$ cat src/rtl/imem_fetch_ctrl.sv
// imem_fetch_ctrl: sequences the instruction ROM, buffers {word, pc} in a small FIFO
// and hands entries to decode over valid/ready, flushing on branch/jump redirects.
module imem_fetch_ctrl #(
    parameter int WIDTH = 32,
    parameter logic [WIDTH-1:0] RESET_PC = 32'h0000_0000,
    parameter int QUEUE_DEPTH = 2
) (
    input  logic             clk,
    input  logic             rst,
    input  logic             enable,
    output logic [WIDTH-1:0] rom_addr,
    input  logic [WIDTH-1:0] rom_data,
    output logic             instr_valid,
    input  logic             instr_ready,
    output logic [WIDTH-1:0] instr_out,
    output logic [WIDTH-1:0] instr_pc,
    input  logic             redirect_valid,
    input  logic [WIDTH-1:0] redirect_pc,
    output logic             misalign_err,
    output logic             busy,
    output logic [WIDTH-1:0] fetch_count
);
    localparam int AW = $clog2(QUEUE_DEPTH);
    localparam logic [AW:0] FULL = (AW+1)'(QUEUE_DEPTH);

    typedef enum logic [1:0] {IDLE, RUN, DRAIN} state_t;

    state_t           state;
    logic [WIDTH-1:0] fetch_pc;
    logic [AW:0]      count;
    logic [AW-1:0]    head, tail;
    logic [WIDTH-1:0] q_instr [QUEUE_DEPTH];
    logic [WIDTH-1:0] q_pc    [QUEUE_DEPTH];
    logic             deq, enq;

    assign rom_addr    = fetch_pc;
    assign instr_valid = count != '0;
    assign instr_out   = instr_valid ? q_instr[head] : '0;
    assign instr_pc    = instr_valid ? q_pc[head] : '0;
    assign busy        = state != IDLE;
    assign deq         = instr_valid & instr_ready;
    assign enq         = (state == RUN) & ~redirect_valid & ((count < FULL) | deq);

    // Storage needs no reset: count gates every read of it.
    always_ff @(posedge clk) begin
        if (enq) begin
            q_instr[tail] <= rom_data;
            q_pc[tail]    <= fetch_pc;
        end
    end

    always_ff @(posedge clk or posedge rst) begin
        if (rst) begin
            state        <= IDLE;
            fetch_pc     <= RESET_PC;
            count        <= '0;
            head         <= '0;
            tail         <= '0;
            misalign_err <= 1'b0;
            fetch_count  <= '0;
        end else if (redirect_valid) begin
            count        <= '0;
            head         <= '0;
            tail         <= '0;
            fetch_pc     <= {redirect_pc[WIDTH-1:2], 2'b00};
            misalign_err <= redirect_pc[1:0] != 2'b00;
            if (state == DRAIN) state <= IDLE;
        end else begin
            misalign_err <= 1'b0;
            count        <= count + (AW+1)'(enq) - (AW+1)'(deq);
            if (deq) head <= head + 1'b1;
            if (enq) begin
                tail        <= tail + 1'b1;
                fetch_pc    <= fetch_pc + WIDTH'(4);
                fetch_count <= fetch_count + WIDTH'(1);
            end
            case (state)
                IDLE:    if (enable) state <= RUN;
                RUN:     if (!enable) state <= DRAIN;
                DRAIN:   if (enable) state <= RUN;
                         else if (count == '0 || (count == (AW+1)'(1) && deq)) state <= IDLE;
                default: state <= IDLE;
            endcase
        end
    end
endmodule

$ cat config.mk
export PLATFORM = sky130hd
export DESIGN_NAME = imem_fetch_ctrl
export DESIGN_NICKNAME = d
export VERILOG_FILES = /design/src/rtl/imem_fetch_ctrl.sv
export SDC_FILE = /design/constraint.sdc
export NUM_CORES = 1
export LEC_CHECK = 0
export ABC_AREA = 1
export BUFFER_PORTS_ARGS = -buffer_cell sky130_fd_sc_hd__buf_4
export CORE_MARGIN = 2
export CORE_UTILIZATION = 50
export DETAILED_ROUTE_END_ITERATION = 8
export PLACE_DENSITY_LB_ADDON = 0.12
export SLEW_MARGIN = 20
export SYNTH_ARGS = -nofsm -noshare
export SYNTH_HDL_FRONTEND = slang
export SYNTH_SLANG_ARGS = --single-unit
$ cat constraint.sdc
create_clock -name clk -period 8.1 [get_ports clk]
set_input_delay 0.81 -clock clk [delete_from_list [all_inputs] [get_ports clk]]
set_output_delay 0.81 -clock clk [all_outputs]
set_load 0.005 [all_outputs]
# Word level (Yosys, flattened, before mapping)
# Memories as Yosys holds them, arrays and structs flattened.
# Cells that the tools add are included.
dict set report totals {
  register_bits 71
  ram_bits 128
  output_inout_bits 131
  word_cells 58
  memories 2
}
dict set report classes {
  mux 19
  n_reduce_logical 11
  add_sub_neg 6
  n_eq_ne 7
  order_cmp 1
  bitwise_logic 5
}
# memory words word_bits read_ports rd_ports_with_merged_regs wr line
set memory_table {}
lappend memory_table {q_instr 2 32 1 0 1 32} ;# logic [WIDTH-1:0] q_instr [QUEUE_DEPTH];
lappend memory_table {q_pc 2 32 1 0 1 33} ;# logic [WIDTH-1:0] q_pc [QUEUE_DEPTH];
# operator count
set op_table {}
lappend op_table {{two-way mux 32 bit} 4}
lappend op_table {{adder 32 x 1 -> 32 bit, second input constant} 1}
lappend op_table {{adder 32 x 3 -> 32 bit, second input constant} 1}
lappend op_table {{two-way mux 2 bit} 7}
lappend op_table {{nonzero test 2 bit} 5}
lappend op_table {{two-way mux 1 bit} 7}
lappend op_table {{inequality test 3 bit, second input constant} 2}
lappend op_table {{one-hot mux 2 bit (3 select lines)} 1}
lappend op_table {{== test 2 x 1 -> 1 bit, second input constant} 2}
lappend op_table {{logical NOT 2 bit} 2}
lappend op_table {{inequality test 4 x 3 -> 1 bit, second input constant} 1}
lappend op_table {{AND reduction 4 bit} 1}
lappend op_table {{bitwise AND 1 bit} 3}
lappend op_table {{adder 1 bit, second input constant} 2}
lappend op_table {{adder 2 x 1 -> 2 bit} 1}
lappend op_table {{== test 2 bit, second input constant} 1}
lappend op_table {{less-than comparator 2 bit, second input constant} 1}
lappend op_table {{inequality test 2 x 1 -> 1 bit, second input constant} 1}
lappend op_table {{AND reduction 2 bit} 1}
lappend op_table {{subtractor 2 x 1 -> 2 bit} 1}
lappend op_table {{logical AND 1 bit} 1}
lappend op_table {{logical OR 1 bit} 1}
lappend op_table {{NOT 1 bit} 1}
lappend op_table {{bitwise OR 1 bit} 1}

# Longest topological paths before layout
dict set report depth {
  ltp_word 8
  ltp_mapped 10
}

# Worst setup path before layout
# OpenSTA, ideal clock, no wires.
dict set report synth_timing {
  path_kind {input to register}
  start {input redirect_valid}
  end {memory q_instr[1][0], enable pin}
  stages 5
  setup_time_ns 0.482
  path_slack_ns 3.628
  arrival_ns 3.989
  path_buffers 2
  t_required_ns 7.618
  path_cell_list {buf_6 inv_4 nand3_2 clkbuf_1 nor2_1}
}
dict set report synth_between {
  elab_chain_len 5
}
# element line
set synth_lines {}
lappend synth_lines {{from (decl)} 17} ;# input logic redirect_valid,
lappend synth_lines {{NOT 1 bit (no line)} -}
lappend synth_lines {{bitwise AND 1 bit (2 in series)} 42} ;# assign enq = (state == RUN) & ~redirect_valid & ((count < FULL) | deq);
lappend synth_lines {{two-way mux 1 bit} 46} ;# if (enq) begin
lappend synth_lines {{two-way mux 1 bit (not written as such)} 47} ;# q_instr[tail] <= rom_data;
lappend synth_lines {{to (decl)} 32}
# No other way between the ends.

# Final worst setup path
dict set report layout_timing {
  start {register head}
  end {output instr_out[28]}
}
dict set report layout_between {
  elab_chain_len 2
}
# element line
set layout_lines {}
lappend layout_lines {{from (decl)} 31} ;# logic [AW-1:0] head, tail;
lappend layout_lines {{from (signal assigned)} 71} ;# if (deq) head <= head + 1'b1;
lappend layout_lines {{memory (2 x 32 bit)} -}
lappend layout_lines {{two-way mux 32 bit} 38} ;# assign instr_out = instr_valid ? q_instr[head] : '0;
lappend layout_lines {{to (decl)} 15} ;# output logic [WIDTH-1:0] instr_out,
# No other way between the ends.

==> flow_summary.toml <==
[synthesis]
synth_area_leaders = "edfxtp_1 (41%), dfrtp_1 (19%), nand2_1 (15%)"
synth.most_common_cell = "nand2_1"
synth.top_cell.area_share = 0.413
synth_area_mm2 = 0.00901
ys_ff_latch = 193
ys_types = 37
syn-mean-instance-area_um2 = 9.34
syn_inst = 964
synth_seq_area_share = 0.605
synthFlopType = "edfxtp_1"
yosys_warnings = 0
synthArstFlopShare = 0.358
synth.top_cells.by_count = "nand2_1 (357), edfxtp_1 (124), nor2_1 (91)"
synth_enable_flop_cells = 124
synth.largest_area_cell = "edfxtp_1"

[sta]
setup_ws_ps = 4460
layout_min_cycle_time_ps = 3640
hold_violations = 0
fin_worst_skew_ps = 12.1
tightestPinTransition_ps = 926
rsz0062_at_grt = "no"
relSlewSlack = 0.382
max_freq_ghz = 0.274
setup_violations = 0
setup-tns-final_ps = 0
fin_hold_ws_ps = 517
drv_slew = 0
fin_crit_sh = 0.450

[critical_path]
crit_family = "buffers and inverters"
critical-path-slowest-cell = "clkinv_2"
r2r-end = "q_pc[1][28]$_DFFE_PP_"
path_common_cell = "buf_4"
worst-path-buf-inv = 3
critPathKind = "reg -> out"
r2r_cells = 5
endpoint_kind = "output pin"
cp_max_fo = 65
worstPathRequired_ps = 7290
max_stage_delay_ps = 910
rrSetupSlack_ps = 5670
rr_startpoint = "state[0]$_DFFE_PP0P_"
path_cells = "buf_4, clkinv_2, nand2_1, a21oi_1, buf_4"
worstPathArrival_ps = 2830
startpoint_type = "flip-flop"

[global_routing]
grt_pass1_vias = 6803
grt-ovfl-total = 0
grt_first_pass_wirelength_mm = 34.5
antenna_found_initial = 0
grt_start_max_net_pins = 70
grt.total_usage = 0.225

[clocking]
post_cts_resize_count = 0
htree_levels = 4
cts_setup_buffers = 0
cts_made_buffers = 17
path_clk_slew_ps = 70
clock-sinks = 193
cts_hold_buf = 0
root_buffer = "clkbuf_16"
clk_latency_ps = 430
cts_tree = "yes"
ctsLongestPathBuffers = 2

[power]
report.power.total_mw = 3.06
power.density_mw_per_mm2 = 272
switching_share = 0.333
internal_power_mw = 2.04
combPwrFrac = 0.296
p_sw_mw = 1.02
ir_worst_vdd_uv = 155
p_leak_nw = 4.87
pwr-share-clk = 0.269
pwr-share-seq = 0.435

[final_layout]
multiInputGateArea_mm2 = 0.00316
regArea_mm2 = 0.00545
finalInstanceArea_mm2 = 0.0113
layout.nets = 1225
fin_util = 0.631
area_delta_synth_final_pct = 24.9
fillerInstances = 1518
fin_cells = 1394
num_antenna_cells = 0
drive_gt1_frac = 0.234

[die]
initial_core_util = 0.505
core_mm2 = 0.0178
die_w_um = 138
ioPinCount = 200
die-area_mm2 = 0.0191
num_rows = 49
dieHeight_um = 138

[placement]
dpl.hpwl_mm = 14.1
dp.cells = 1362
placed_area_mm2 = 0.0107
place_ws_ps = 5050
portBuffers = 195
gp_congestion = 0.932

[drt]
routed_wl_mm = 21.2
drt_iter0_drc = 461
via_per_inst = 5.11
dr_total_vias = 7127
final_antenna_net_count = 0
firstDrtPassIters = 5
wl_per_cell_um = 15.2
drc = 0

[outcome]
status = "completed"

[hold_path]
hold_end = "fetch_count[31]$_DFFE_PP0P_"
min_from = "fetch_count[31]$_DFFE_PP0P_"
hp-class = "reg -> reg"
min_path_cells = 2

[flow_run]
drv_cap = 0
[state kept, by name (all words and copies together) (netlist names)]
| register | cells |
|---|---|
| q_pc | 60 |
| head | 1 |
| state | 2 |
| count | 2 |
| rom_addr | 30 |
| q_instr | 64 |
| fetch_count | 32 |
| misalign_err | 1 |
| tail | 1 |
[cell type report]
class                      count  share of cell area
sequential                   193               0.484
multi-input combinational    671               0.281
timing repair buffer         201               0.134
clock buffer                  17              0.0378
tap                          229              0.0255
inverter                      68              0.0230
clock inverter                15              0.0142
[power groups by stage]
| stage | sequential [mW] | combinational (mW) | clock [mW] |
|---|---|---|---|
| floorplan | 1.31 | 0.464 | 0 |
| global placement | 1.34 | 0.905 | 0 |
| detailed placement | 1.35 | 0.915 | 0 |
| CTS | 1.33 | 0.918 | 0.840 |
| global route | 1.35 | 1.02 | 0.882 |
| finish | 1.33 | 0.905 | 0.823 |
[worst min-delay path: cells and delay by family (launching register included)]
family | cells | cell delay [ps]
and+or+nand+nor | 2 | 110
DFF | 1 | 370
[logic make-up after synthesis]
group | synth area share
XOR/XNOR | 0.0263
other | 0.000416
flip-flops | 0.605
adder cells (fa/ha/maj) | 0.00556
buffers and inverters | 0.0475
AO/OA/AOI/OAI | 0.0724
AND/OR/NAND/NOR | 0.243
[per-layer routing]
metal / vias to the layer above / GRT usage / part of all wire / routed length, um
li1: 3538 / - / - / -
met1: 3328 / 0.322 / 0.46 / 9750
met2: 236 / 0.356 / 0.47 / 9890
met3: 25 / 0.0419 / 0.056 / 1190
met4: 0 / 0.0671 / 0.017 / 363
met5: - / 0 / 0 / 0
[placed cells by master, fill, tap and decap left out, types with 2 or more instances in the layout]
cell	count
o21bai_1	2
nor2_2	10
edfxtp_1	124
nand3b_1	5
inv_2	4
o21ai_0	11
or2_2	3
clkinv_8	2
nand4_1	5
nand3_1	46
inv_1	62
a22oi_1	18
nor2_1	88
inv_8	2
a21oi_1	64
nor3_1	3
nand2_1	357
ha_1	4
buf_4	201
dfrtp_1	68
clkbuf_16	17
conb_1	4
xor2_1	18
nand2_2	2
nor2_4	6
inv_6	6
xnor2_1	9
a22oi_2	8
clkinv_2	4
[how the worst max path moves through the flow]
| stage | startpoint | end | slack, ps | cells after the start |
|---|---|---|---|---|
| floorplan | redirect_valid | q_instr[1][0]$_DFFE_PP_ | 3630 | 5 |
| finish | head$_DFFE_PP0P_ | instr_out[28] | 4460 | 5 |
| CTS | head$_DFFE_PP0P_ | instr_out[18] | 4700 | 5 |
| global route | head$_DFFE_PP0P_ | instr_pc[2] | 4210 | 5 |
| global placement | redirect_valid | q_pc[0][24]$_DFFE_PP_ | 5080 | 5 |
| detailed placement | redirect_valid | q_instr[0][17]$_DFFE_PP_ | 5050 | 5 |
No activity file was read; power rests on OpenSTA's default activity.
